==> config.mk <==
export PLATFORM = sky130hd
export DESIGN_NAME = reg_dump_flat
export DESIGN_NICKNAME = d
export VERILOG_FILES = /design/src/rtl/reg_dump_if.sv /design/src/rtl/reg_dump.sv /design/src/flat_wrapper.sv
export SDC_FILE = /design/constraint.sdc
export NUM_CORES = 1
export LEC_CHECK = 0
export CAP_MARGIN = 20
export CORE_ASPECT_RATIO = 2
export CORE_MARGIN = 4
export CORE_UTILIZATION = 30
export DETAILED_ROUTE_END_ITERATION = 10
export GPL_ROUTABILITY_DRIVEN = 0
export HOLD_SLACK_MARGIN = 0.1
export PLACE_DENSITY = 0.71
export SYNTH_ARGS = -nofsm -noshare
export SYNTH_HDL_FRONTEND = slang
export SYNTH_SLANG_ARGS = --single-unit
export TNS_END_PERCENT = 1
==> constraint.sdc <==
create_clock -name clk -period 1.7 [get_ports clk]
set_input_delay 0.17 -clock clk [delete_from_list [all_inputs] [get_ports clk]]
set_output_delay 0.17 -clock clk [all_outputs]
set_load 0.005 [all_outputs]
==> src/rtl/reg_dump_if.sv <==
// Beat stream carrying one (address, data) pair per valid/ready handshake
// from the register dump engine to its consumer.
interface reg_dump_if;
    logic        out_valid;
    logic        out_ready;
    logic [4:0]  out_addr;
    logic [31:0] out_data;
    logic        out_last;

    modport master (
        output out_valid,
        output out_addr,
        output out_data,
        output out_last,
        input  out_ready
    );

    modport slave (
        input  out_valid,
        input  out_addr,
        input  out_data,
        input  out_last,
        output out_ready
    );
endinterface

==> src/rtl/reg_dump.sv <==
// Register-file dump engine: walks FIRST_REG..LAST_REG through a combinational
// read port, snapshots each value and streams it out as an (address, data) beat.
module reg_dump #(
    parameter int FIRST_REG = 0,
    parameter int LAST_REG  = 31
) (
    input  logic        clk,
    input  logic        rstn,
    input  logic        start,
    input  logic        abort,
    output logic        busy,
    output logic        done,
    output logic [4:0]  rd_reg,
    input  logic [31:0] rd_data,
    reg_dump_if.master  stream
);
    localparam logic [4:0] FIRST_ADDR = 5'(FIRST_REG);
    localparam logic [4:0] LAST_ADDR  = 5'(LAST_REG);

    typedef enum logic [1:0] {IDLE, READ, SEND, DONE} state_t;

    state_t      state_reg, state_next;
    logic [4:0]  cnt_reg, cnt_next;
    logic        valid_reg, valid_next;
    logic [4:0]  addr_reg, addr_next;
    logic [31:0] data_reg, data_next;
    logic        last_reg, last_next;

    // State and beat registers; reset clears everything immediately.
    always_ff @(posedge clk or negedge rstn) begin
        if (!rstn) begin
            state_reg <= IDLE;
            cnt_reg   <= 5'd0;
            valid_reg <= 1'b0;
            addr_reg  <= 5'd0;
            data_reg  <= 32'd0;
            last_reg  <= 1'b0;
        end else begin
            state_reg <= state_next;
            cnt_reg   <= cnt_next;
            valid_reg <= valid_next;
            addr_reg  <= addr_next;
            data_reg  <= data_next;
            last_reg  <= last_next;
        end
    end

    // Next-state logic; abort overrides every other transition, including a
    // same-cycle handshake, so an aborted beat is never considered delivered.
    always_comb begin
        state_next = state_reg;
        cnt_next   = cnt_reg;
        valid_next = valid_reg;
        addr_next  = addr_reg;
        data_next  = data_reg;
        last_next  = last_reg;

        case (state_reg)
            IDLE: begin
                if (start) begin
                    cnt_next   = FIRST_ADDR;
                    state_next = READ;
                end
            end
            READ: begin
                // Snapshot the register as it reads at this edge.
                data_next  = rd_data;
                addr_next  = cnt_reg;
                last_next  = (cnt_reg == LAST_ADDR);
                valid_next = 1'b1;
                state_next = SEND;
            end
            SEND: begin
                if (stream.out_ready) begin
                    valid_next = 1'b0;
                    if (last_reg) begin
                        state_next = DONE;
                    end else begin
                        cnt_next   = cnt_reg + 5'd1;
                        state_next = READ;
                    end
                end
            end
            DONE: begin
                state_next = IDLE;
            end
            default: begin
                state_next = IDLE;
            end
        endcase

        if (abort) begin
            state_next = IDLE;
            valid_next = 1'b0;
        end
    end

    assign busy   = (state_reg != IDLE);
    assign done   = (state_reg == DONE);
    // Read address is parked at 0 whenever no register is being walked.
    assign rd_reg = (state_reg == READ || state_reg == SEND) ? cnt_reg : 5'd0;

    assign stream.out_valid = valid_reg;
    assign stream.out_addr  = addr_reg;
    assign stream.out_data  = data_reg;
    assign stream.out_last  = last_reg;
endmodule

==> src/flat_wrapper.sv <==
// flat-port wrapper written by rule: the top's interface ports become plain ports
module reg_dump_flat 
#(
    parameter int FIRST_REG = 0,
    parameter int LAST_REG  = 31
)
  (clk, rstn, start, abort, busy, done, rd_reg, rd_data, stream_out_valid, stream_out_addr, stream_out_data, stream_out_last, stream_out_ready);
  reg_dump_if stream_i ();
  input  logic clk;
  input  logic rstn;
  input  logic start;
  input  logic abort;
  output logic busy;
  output logic done;
  output logic [4:0] rd_reg;
  input  logic [31:0] rd_data;
  output wire logic [$bits(stream_i.out_valid)-1:0] stream_out_valid;
  output wire logic [$bits(stream_i.out_addr)-1:0] stream_out_addr;
  output wire logic [$bits(stream_i.out_data)-1:0] stream_out_data;
  output wire logic [$bits(stream_i.out_last)-1:0] stream_out_last;
  input wire logic [$bits(stream_i.out_ready)-1:0] stream_out_ready;
  assign stream_out_valid = stream_i.out_valid;
  assign stream_out_addr = stream_i.out_addr;
  assign stream_out_data = stream_i.out_data;
  assign stream_out_last = stream_i.out_last;
  assign stream_i.out_ready = stream_out_ready;
  reg_dump #(.FIRST_REG(FIRST_REG), .LAST_REG(LAST_REG)) u_core (.clk(clk), .rstn(rstn), .start(start), .abort(abort), .busy(busy), .done(done), .rd_reg(rd_reg), .rd_data(rd_data), .stream(stream_i));
endmodule
Word level (Yosys, flattened, before mapping)
Index checks and enable logic that the tools add are counted.
Storage, ports and cells
  register bits: 46
  input port bits: 37
  output and inout bits: 46
Cells by class
  $add $sub $neg: 1
  equal/unequal tests: 9
  mux-type cells: 13
  reductions and logical operators: 8
Operators with widths (number)
  2-to-1 mux 5 bit: 4
  case mux 5 bit (2 select lines): 1
  2-to-1 mux 2 bit: 4
  case mux 2 bit (4 select lines): 1
  inequality test 2 bit (second input constant): 3
  inequality test 3 bit (second input constant): 2
  adder 5 x 1 -> 5 bit (second input constant): 1
  == test 5 bit (second input constant): 1
  == test 2 bit (second input constant): 2
  AND reduction 2 bit: 2
  AND reduction 4 bit: 1
  nonzero test 2 bit: 2
  nonzero test 3 bit: 1
  == test 2 x 1 -> 1 bit (second input constant): 1
  zero test 2 bit: 1
  2-to-1 mux 1 bit: 2
  case mux 1 bit (2 select lines): 1
  logical OR 1 bit: 1

Depth between registers and ports, before layout
Gate-level depths: netlist (run 1).
  depth in word-level cells: 4
  mapped depth: 7
  gate-level depth less buffers: 6

Least setup slack after synthesis (run 1)
Ideal clock, no wire load.
  path kind: reg2reg
  start point: register u_core.state_reg[0]
  end point: register u_core.cnt_reg[0]
  data arrival time: 1437 ps
  setup slack: 142 ps
  stages on the path, launching flop included: 8
  path buffers: 1
  cells stage by stage: dfrtp_1 inv_1 ha_1 buf_6 nand2b_4 and3b_4 mux2_2 a22o_1
On the way
  longest elaborated chain between the ends: 3
  elaborated cells on any way between the ends: 8
  classes of those cells: 4 x eq/ne; 1 x mux; 3 x reduce/logical
Ends and longest elaborated chain
  start: declaration: RTL line reg_dump.sv:22  | state_t state_reg, state_next;
  start signal: assignment: RTL line reg_dump.sv:39  | state_reg <= state_next;
  == test 2 bit / zero test 2 bit (equally long branches): RTL line reg_dump.sv:58  | case (state_reg)
  inequality test 2 bit (no source line) / nonzero test 2 bit (equally long branches)
  AND reduction 4 bit (no source line)
  end signal: assignment: RTL line reg_dump.sv:40  | cnt_reg <= cnt_next;
  end: declaration: RTL line reg_dump.sv:23  | logic [4:0] cnt_reg, cnt_next;
Several ways; a longest one is shown, not always the timed one.
A chain may end at the register's enable or synchronous reset.

Final worst setup path (run 1)
  start point: register u_core.state_reg[0]
  end point: output port done
On the way
  longest elaborated chain between the ends: 1
Ends and longest elaborated chain
  == test 2 bit: RTL line reg_dump.sv:99  | assign done = (state_reg == DONE);
  end: declaration: RTL line flat_wrapper.sv:14  | output logic done;
No other way between the ends.

==> results of run 1 <==
==> path summary, 6_finish.rpt <==
path	from	to	slack (ps)	cells after the start
worst min register to register	u_core.stream.out_data[18]	u_core.stream.out_data[18]	500	1
worst max register to register	u_core.cnt_reg[1]	u_core.cnt_reg[4]	110	5
worst max-delay path	u_core.state_reg[0]	done	60	3
max in group asynchronous	rstn	u_core.stream.out_data[22]	770	3
min in group asynchronous	rstn	u_core.stream.out_data[28]	510	3
worst min-delay path	abort	u_core.state_reg[1]	480	2
==> cell families after synthesis <==
logic type,Yosys count
AOI/OAI and AO/OA,12
adders and majority gates,7
buffers and inverters,8
DFF,46
muxes,41
and+or+nand+nor,21
==> per-stage QoR <==
step                power (mW)  setup slack [ps]  hold WS [ps]  std cells   util
finish                    4.71              65.0           476        313  0.490
global route              5.00              8.61           493        313  0.490
CTS                       4.81              39.3           475        313  0.490
detailed placement        3.64              91.3           301        305  0.461
global placement          3.59               107           302        305  0.461
floorplan                 2.46               142          -126        135      -
==> routing by layer <==
layer,GRT usage,up-vias,part of all wire
li1,-,660,-
met1,0.139,681,0.37
met2,0.212,47,0.55
met3,0.0192,11,0.039
met4,0.0662,0,0.035
met5,0,-,0
==> cells in the final DEF, fill, tap and decap left out, drive strengths merged, types with 2 or more instances in the layout <==
master and instances:
mux2 39, nor2 3, inv 3, a21oi 2
and2 6, dfrtp 46, ha 7, buf 8
clkbuf 6, dlygate4sd2 5, nand2b 2, nand2 2
clkdlybuf4s50 76, a22o 7, nand3 3, mux2i 2
==> where the power goes <==
group          internal (mW)  switching, mW  leakage (nW)
clock                  0.725          0.388        0.0829
sequential              1.52          0.201         0.566
combinational           1.28          0.594         0.707
==> timing repair <==
item                                    CTS  global route
endpoints found under the setup margin    6             0
resized for setup                         9             0
endpoints found under the hold margin    46             0
hold buffers                              1             0
==> synth_stat cells (2+ instances only) <==
cell type  count  area [um^2]
a21oi_1        2         10.0
a22o_1         7         61.3
and2_1         5         31.3
buf_2          4         20.0
dfrtp_1       46         1150
ha_1           7         87.6
inv_1          3         11.3
mux2_2        39          439
mux2i_1        2         20.0
nand2_1        2         7.51
nand3_1        3         15.0
nor2_1         3         11.3
==> area by class of cell <==
cell class                      instances  area [um^2]
Clock buffer                            6          139
Clock inverter                          1         30.0
Fill cell                             624         3250
Inverter                                3         11.3
Multi-Input combinational cell         81          792
Sequential cell                        46         1150
Tap cell                               86          108
Timing Repair Buffer                   90          885
==> flow_summary.toml, run 1 <==
[critical_path]
required_ps = 1530
path_delay_family = "buffers and inverters"
crit_chain = "buf_4 > ha_1 > clkdlybuf4s50_1"
worst-setup-path-type = "flop to primary output"
critical_path.startpoint_type = "flop"
cpMaxStageDelayCell = "clkdlybuf4s50_1"
worst-path-buf-inv = 2
max_stage_delay_ps = 440
crit_fanout = 4
end_kind = "primary output"
cp.arrival_ps = 1470

[logic_synthesis]
postSynth.asyncResetShare = 1.00
synth_top_family_by_area = "multiplexers"
yosys_most_used_dff = "dfrtp_1"
synth-edff-count = 0
synthesis.area_um2 = 1970
synth_fa_ha_area_frac = 0.0444
yosys.area_share.simple = 0.0686
yosysSeqAreaShare = 0.584
synth_xor_area_frac = 0
ys_seq_elements = 46
synth_compound_area_frac = 0.0483
syn_avg_cell_area_um2 = 14.6
muxShareOfSynthArea = 0.233
synthCells = 135
yosysWarnings = 0
syn_nets = 179
synth_cell_type_count = 24

[clock_network]
cts_sinks = 46
clockBufferDepth = 2
clk_latency_ps = 280
cts_root_buf = "clkbuf_16"
cts_setup_buffers = 0
htreeDepth = 2
cts_tree = "built"
cts_inserted_buffers = 5
path_clk_slew_ps = 60

[detailed_routing]
dr.pass1.iters = 2
routed_via_density = 4.47
avgRoutedWirePerCell_um = 14.6
via_count = 1399
drc_errors = 0
drtIter0Drc = 31
postRouteAntennaNets = 0
wirelength_mm = 4.57

[sta]
setup_viol = 0
worst_pin_slew_ps = 592
finClkSkew_ps = 4.00
finalHoldViolCount = 0
slew_viol_final = 0
fmax_mhz = 612
max_slew_margin = 0.605
grt_setup_unrepaired = "false"
period_share = 0.962
post-route-min-period_ps = 1640
setup_tns_ps = 0

[pwr]
ir_drop_mv = 0.705
p_per_area_nw_per_um2 = 1510
cellLeakagePower_nw = 1.36

[floorplanning]
initial_core_util = 0.310
die_h_um = 123
ios = 83
fp-row-count = 41
dieArea_um2 = 8010
die_x_um = 65.3
fp.coreArea_um2 = 6360

[final_layout]
largest_reg_flops = 32
finalInstanceArea_um2 = 3120
nNetsFinal = 271
antenna_cells = 0
layout-drive-gt1-share = 0.273
area_delta_synth_final_pct = 58.1

[global_routing]
grt_usage = 0.122
grt_max_degree = 47
grt_pass1_vias = 1475
grt_pass1_wl_mm = 7.38
overflow = 0
grt_antenna_before_repair = 0

[worst_hold_path]
min_path_type = "input port to flop"

[run]
cap_viol_max_count = 0

[placement]
dpl.hpwl_mm = 3.40
placed_area_um2 = 2930
io_buffers = 82

[status]
status = "completed"
Power figures use the tool's default switching activity.
==> run 2: changes to the inputs <==
- CORE_UTILIZATION: 30 -> 44
- DONT_BUFFER_PORTS: default -> 1
- PLACE_DENSITY: 0.71 -> 0.7
==> flow_summary.toml, run 2 (synthesized netlist as in run 1, its figures left out) <==
[run]
cap_viol_max_count = 0

[global_routing]
top_usage_layer = "met2"
met1_usage = 0.158
use_met2 = 0.297
grt_pass1_wl_mm = 7.00
grt_usage = 0.159
grt_max_degree = 47
grt_antenna_before_repair = 0
grt_pass1_vias = 1373
overflow = 0
grtUsageMet3 = 0.0576

[sta]
finalHoldViolCount = 0
max_slew_margin = 0.809
slew_viol_final = 0
period_share = 0.943
setup_viol = 0
post-route-min-period_ps = 1600
grt_setup_unrepaired = "false"
worst_pin_slew_ps = 287
finClkSkew_ps = 2.95
setup_tns_ps = 0
fmax_mhz = 624

[clock_network]
cts_tree = "built"
htreeDepth = 2
ctsHoldBuffers = 36
clockBufferDepth = 2
cts_root_buf = "clkbuf_8"
cts_sinks = 46
clk_latency_ps = 290
path_clk_slew_ps = 80
cts_resized = 0
cts_inserted_buffers = 5
cts_setup_buffers = 0

[critical_path]
crit_chain = "inv_1 > ha_1 > nand2b_1 > and3b_4 > mux2_2 > a22o_1"
required_ps = 1880
r2r-end = "u_core.cnt_reg[0]"
cp.arrival_ps = 1780
cpMaxStageDelayCell = "dfrtp_1"
path_delay_family = "flip-flops"
crit_fanout = 4
worst-path-buf-inv = 1
rrSetupSlack_ps = 100
critical_path.startpoint_type = "flop"
end_kind = "flop"
worst-setup-path-type = "flop to flop"
path_depth = 6
max_stage_delay_ps = 440
timing.rr.start = "u_core.state_reg[1]"
r2r.worst_path.cells = 6

[detailed_routing]
routed_via_density = 5.18
drtIter0Drc = 16
via_count = 1211
wirelength_mm = 4.23
avgRoutedWirePerCell_um = 18.1
dr.pass1.iters = 4
drc_errors = 0
postRouteAntennaNets = 0

[worst_hold_path]
min_path_type = "input port to flop"
hold_end = "u_core.state_reg[0]"
whs_path_depth = 3
hold_start = "stream_out_ready"

[floorplanning]
die_x_um = 55.3
dieArea_um2 = 5680
ios = 83
initial_core_util = 0.454
fp-row-count = 34
fp.coreArea_um2 = 4340
die_h_um = 103

[placement]
dpl.hpwl_mm = 3.03
io_buffers = 0
placed_area_um2 = 2070

[final_layout]
layout-drive-gt1-share = 0.328
nNetsFinal = 223
layout_common_cells = "dfrtp_1, mux2_2, dlygate4sd3_1, a22o_1"
largest_reg_flops = 32
antenna_cells = 0
final_common_cell = "dfrtp_1"
area_delta_synth_final_pct = 31.3
finalInstanceArea_um2 = 2590

[status]
status = "completed"

[pwr]
p_per_area_nw_per_um2 = 1450
ir_drop_mv = 1.02
cellLeakagePower_nw = 1.16
-- run 2: how the worst max path moves through the flow --
stage | start | end
floorplan | u_core.state_reg[0] | u_core.cnt_reg[0]
global placement | u_core.state_reg[1] | u_core.cnt_reg[0]
detailed placement | u_core.state_reg[1] | u_core.cnt_reg[0]
CTS | u_core.state_reg[1] | u_core.cnt_reg[0]
global route | u_core.state_reg[1] | u_core.cnt_reg[0]
finish | u_core.state_reg[1] | u_core.cnt_reg[0]
-- run 2: area by class of cell --
type,count,area [um^2]
clock buffers,6,82.6
clock inverters,2,60.1
fillers,352,1750
inverters,3,11.3
multi-input cells,81,779
flip-flops and latches,46,1150
well taps,54,67.6
repair buffers,42,435
-- run 2: tightest hold or removal path, cell delays in order --
cell and delay [ps]:
nand2b_4 110, and2_2 200, a211oi_1 90
-- run 2: per-layer routing --
layer	part of all wire	wire length [um]	vias to the layer above
li1	-	-	564
met1	0.34	1430	585
met2	0.57	2420	56
met3	0.071	301	6
met4	0.018	77	0
met5	0	0	-
-- run 2: power by group --
group          switching (mW)  leakage, nW  internal [mW]
clock                   0.337       0.0714          0.626
combinational           0.360        0.519          0.566
sequential              0.348        0.566           1.52
total                    1.05         1.16           2.72
-- run 2: stage by stage --
step	hold WS, ps	utilization	power, mW	setup slack (ps)	cells
CTS	296	0.596	3.81	99.5	234
global placement	-124	0.476	2.68	170	190
global route	338	0.596	3.99	12.2	234
detailed placement	-124	0.476	2.74	117	190
finish	327	0.596	3.76	97.1	234
floorplan	-126	-	2.46	142	135
==> run 3: changes to the inputs <==
- CORE_ASPECT_RATIO: 2 -> default
==> flow_summary.toml, run 3 (synthesized netlist as in run 1, its figures left out) <==
[worst_hold_path]
hold_start = "stream_out_ready"
hold_end = "u_core.state_reg[0]"
min_path_type = "input port to flop"
whs_path_depth = 3

[clock_network]
cts_tree = "built"
htreeDepth = 2
cts_sinks = 46
cts_inserted_buffers = 5
clockBufferDepth = 2
cts_setup_buffers = 0
cts_root_buf = "clkbuf_8"
path_clk_slew_ps = 80
clk_latency_ps = 290

[critical_path]
crit_fanout = 6
r2r.worst_path.cells = 5
timing.rr.start = "u_core.cnt_reg[1]"
end_kind = "flop"
critical_path.startpoint_type = "flop"
worst-setup-path-type = "flop to flop"
cp.arrival_ps = 1780
required_ps = 1880
rrSetupSlack_ps = 100
r2r-end = "u_core.cnt_reg[4]"

[pwr]
p_clk_frac = 0.193
comb_power_share = 0.264
cellLeakagePower_nw = 1.12
ir_drop_mv = 0.642
intPower_mw = 2.41
switchingPower_mw = 1.04
seq_power_share = 0.543
swShare = 0.302
p_per_area_nw_per_um2 = 1370

[final_layout]
antenna_cells = 0
final_common_cell = "dfrtp_1"
fin_util = 0.578
largest_reg_flops = 32
nNetsFinal = 221
finalInstanceArea_um2 = 2520
fin_cells = 230
layout_common_cells = "dfrtp_1, mux2_2, dlygate4sd3_1, a22o_1"
area_delta_synth_final_pct = 27.8
layout-drive-gt1-share = 0.320

[sta]
worst_pin_slew_ps = 298
setup_tns_ps = 0
grt_setup_unrepaired = "false"
period_share = 0.941
fmax_mhz = 625
slew_viol_final = 0
setup_slack_ps = 101
setup_viol = 0
finalHoldViolCount = 0
finClkSkew_ps = 3.59
max_slew_margin = 0.801
post-route-min-period_ps = 1600

[detailed_routing]
drtIter0Drc = 23
postRouteAntennaNets = 0
routed_via_density = 5.20
wirelength_mm = 4.15
avgRoutedWirePerCell_um = 18.1
drc_errors = 0
dr.pass1.iters = 4
via_count = 1195

[placement]
dpl.cell_count = 186
placed_area_um2 = 2050
io_buffers = 0
dp_slack_ps = 111
dpl.hpwl_mm = 2.77

[floorplanning]
initial_core_util = 0.453
fp.coreArea_um2 = 4350
die_h_um = 74.9
die_x_um = 74.9
dieArea_um2 = 5610
ios = 83
fp-row-count = 24

[global_routing]
grt_max_degree = 47
grt_pass1_wl_mm = 6.33
grt_usage = 0.154
grt_antenna_before_repair = 0
grt_pass1_vias = 1322
overflow = 0

[status]
status = "completed"

[run]
cap_viol_max_count = 0
==> run 3: cell types whose count changed in the layout (fill, tap and decap cells not counted), sizes merged <==
cell / delta
bufinv: -2
buf: -2
clkbuf: +1
clkinv: +1
==> run 3: worst max-delay path, cell delays in order (launching register included) <==
cell     delay (ps)
dfrtp_1         440
ha_1            210
and3_1          180
ha_1            290
a22o_1          200
a22o_1          170
==> run 3: power groups by stage <==
| stage | Clock, mW | Combinational [mW] | Sequential, mW |
|---|---|---|---|
| after floorplan | 0 | 0.673 | 1.79 |
| after global placement | 0 | 0.773 | 1.87 |
| after detailed placement | 0 | 0.830 | 1.90 |
| after CTS | 0.691 | 0.926 | 1.88 |
| after global routing | 0.735 | 1.01 | 1.93 |
| final | 0.666 | 0.909 | 1.87 |
==> run 3: stage by stage <==
step                      power (mW)  hold WS, ps
after CTS                       3.50          291
after global placement          2.65         -125
after floorplan                 2.46         -126
after global routing            3.67          316
final                           3.45          300
after detailed placement        2.73         -125
==> run 3: worst max path at each step <==
stage	depth (start not counted)	to	start
3_3_place_gp	6	u_core.cnt_reg[0]	u_core.state_reg[1]
4_1_cts	6	u_core.cnt_reg[0]	u_core.state_reg[1]
3_5_place_dp	6	u_core.cnt_reg[0]	u_core.state_reg[1]
6_report	5	u_core.cnt_reg[4]	u_core.cnt_reg[1]
5_1_grt	6	u_core.cnt_reg[0]	u_core.state_reg[0]
2_1_floorplan	7	u_core.cnt_reg[0]	u_core.state_reg[0]
==> run 3: area by class of cell <==
cell class              count  area [um^2]
fillers                   357         1840
well taps                  52         65.1
clock inverters             1         5.00
flip-flops and latches     46         1150
inverters                   3         11.3
repair buffers             40          420
multi-input cells          81          779
clock buffers               7         86.3
==> run 3: repair_timing <==
item                                   4_1_cts  5_1_grt
setup endpoints to repair                    0        1
hold buffers                                36        0
endpoints found under the hold margin       81        0
gates resized for setup                      0        1
==> run 3: metal layers <==
| metal | track usage | routed length (um) | vias up |
|---|---|---|---|
| met4 | 0.0593 | 39 | 0 |
| met3 | 0.0561 | 280 | 6 |
| li1 | - | - | 559 |
| met5 | 0 | 0 | - |
| met1 | 0.154 | 1490 | 590 |
| met2 | 0.289 | 2340 | 40 |
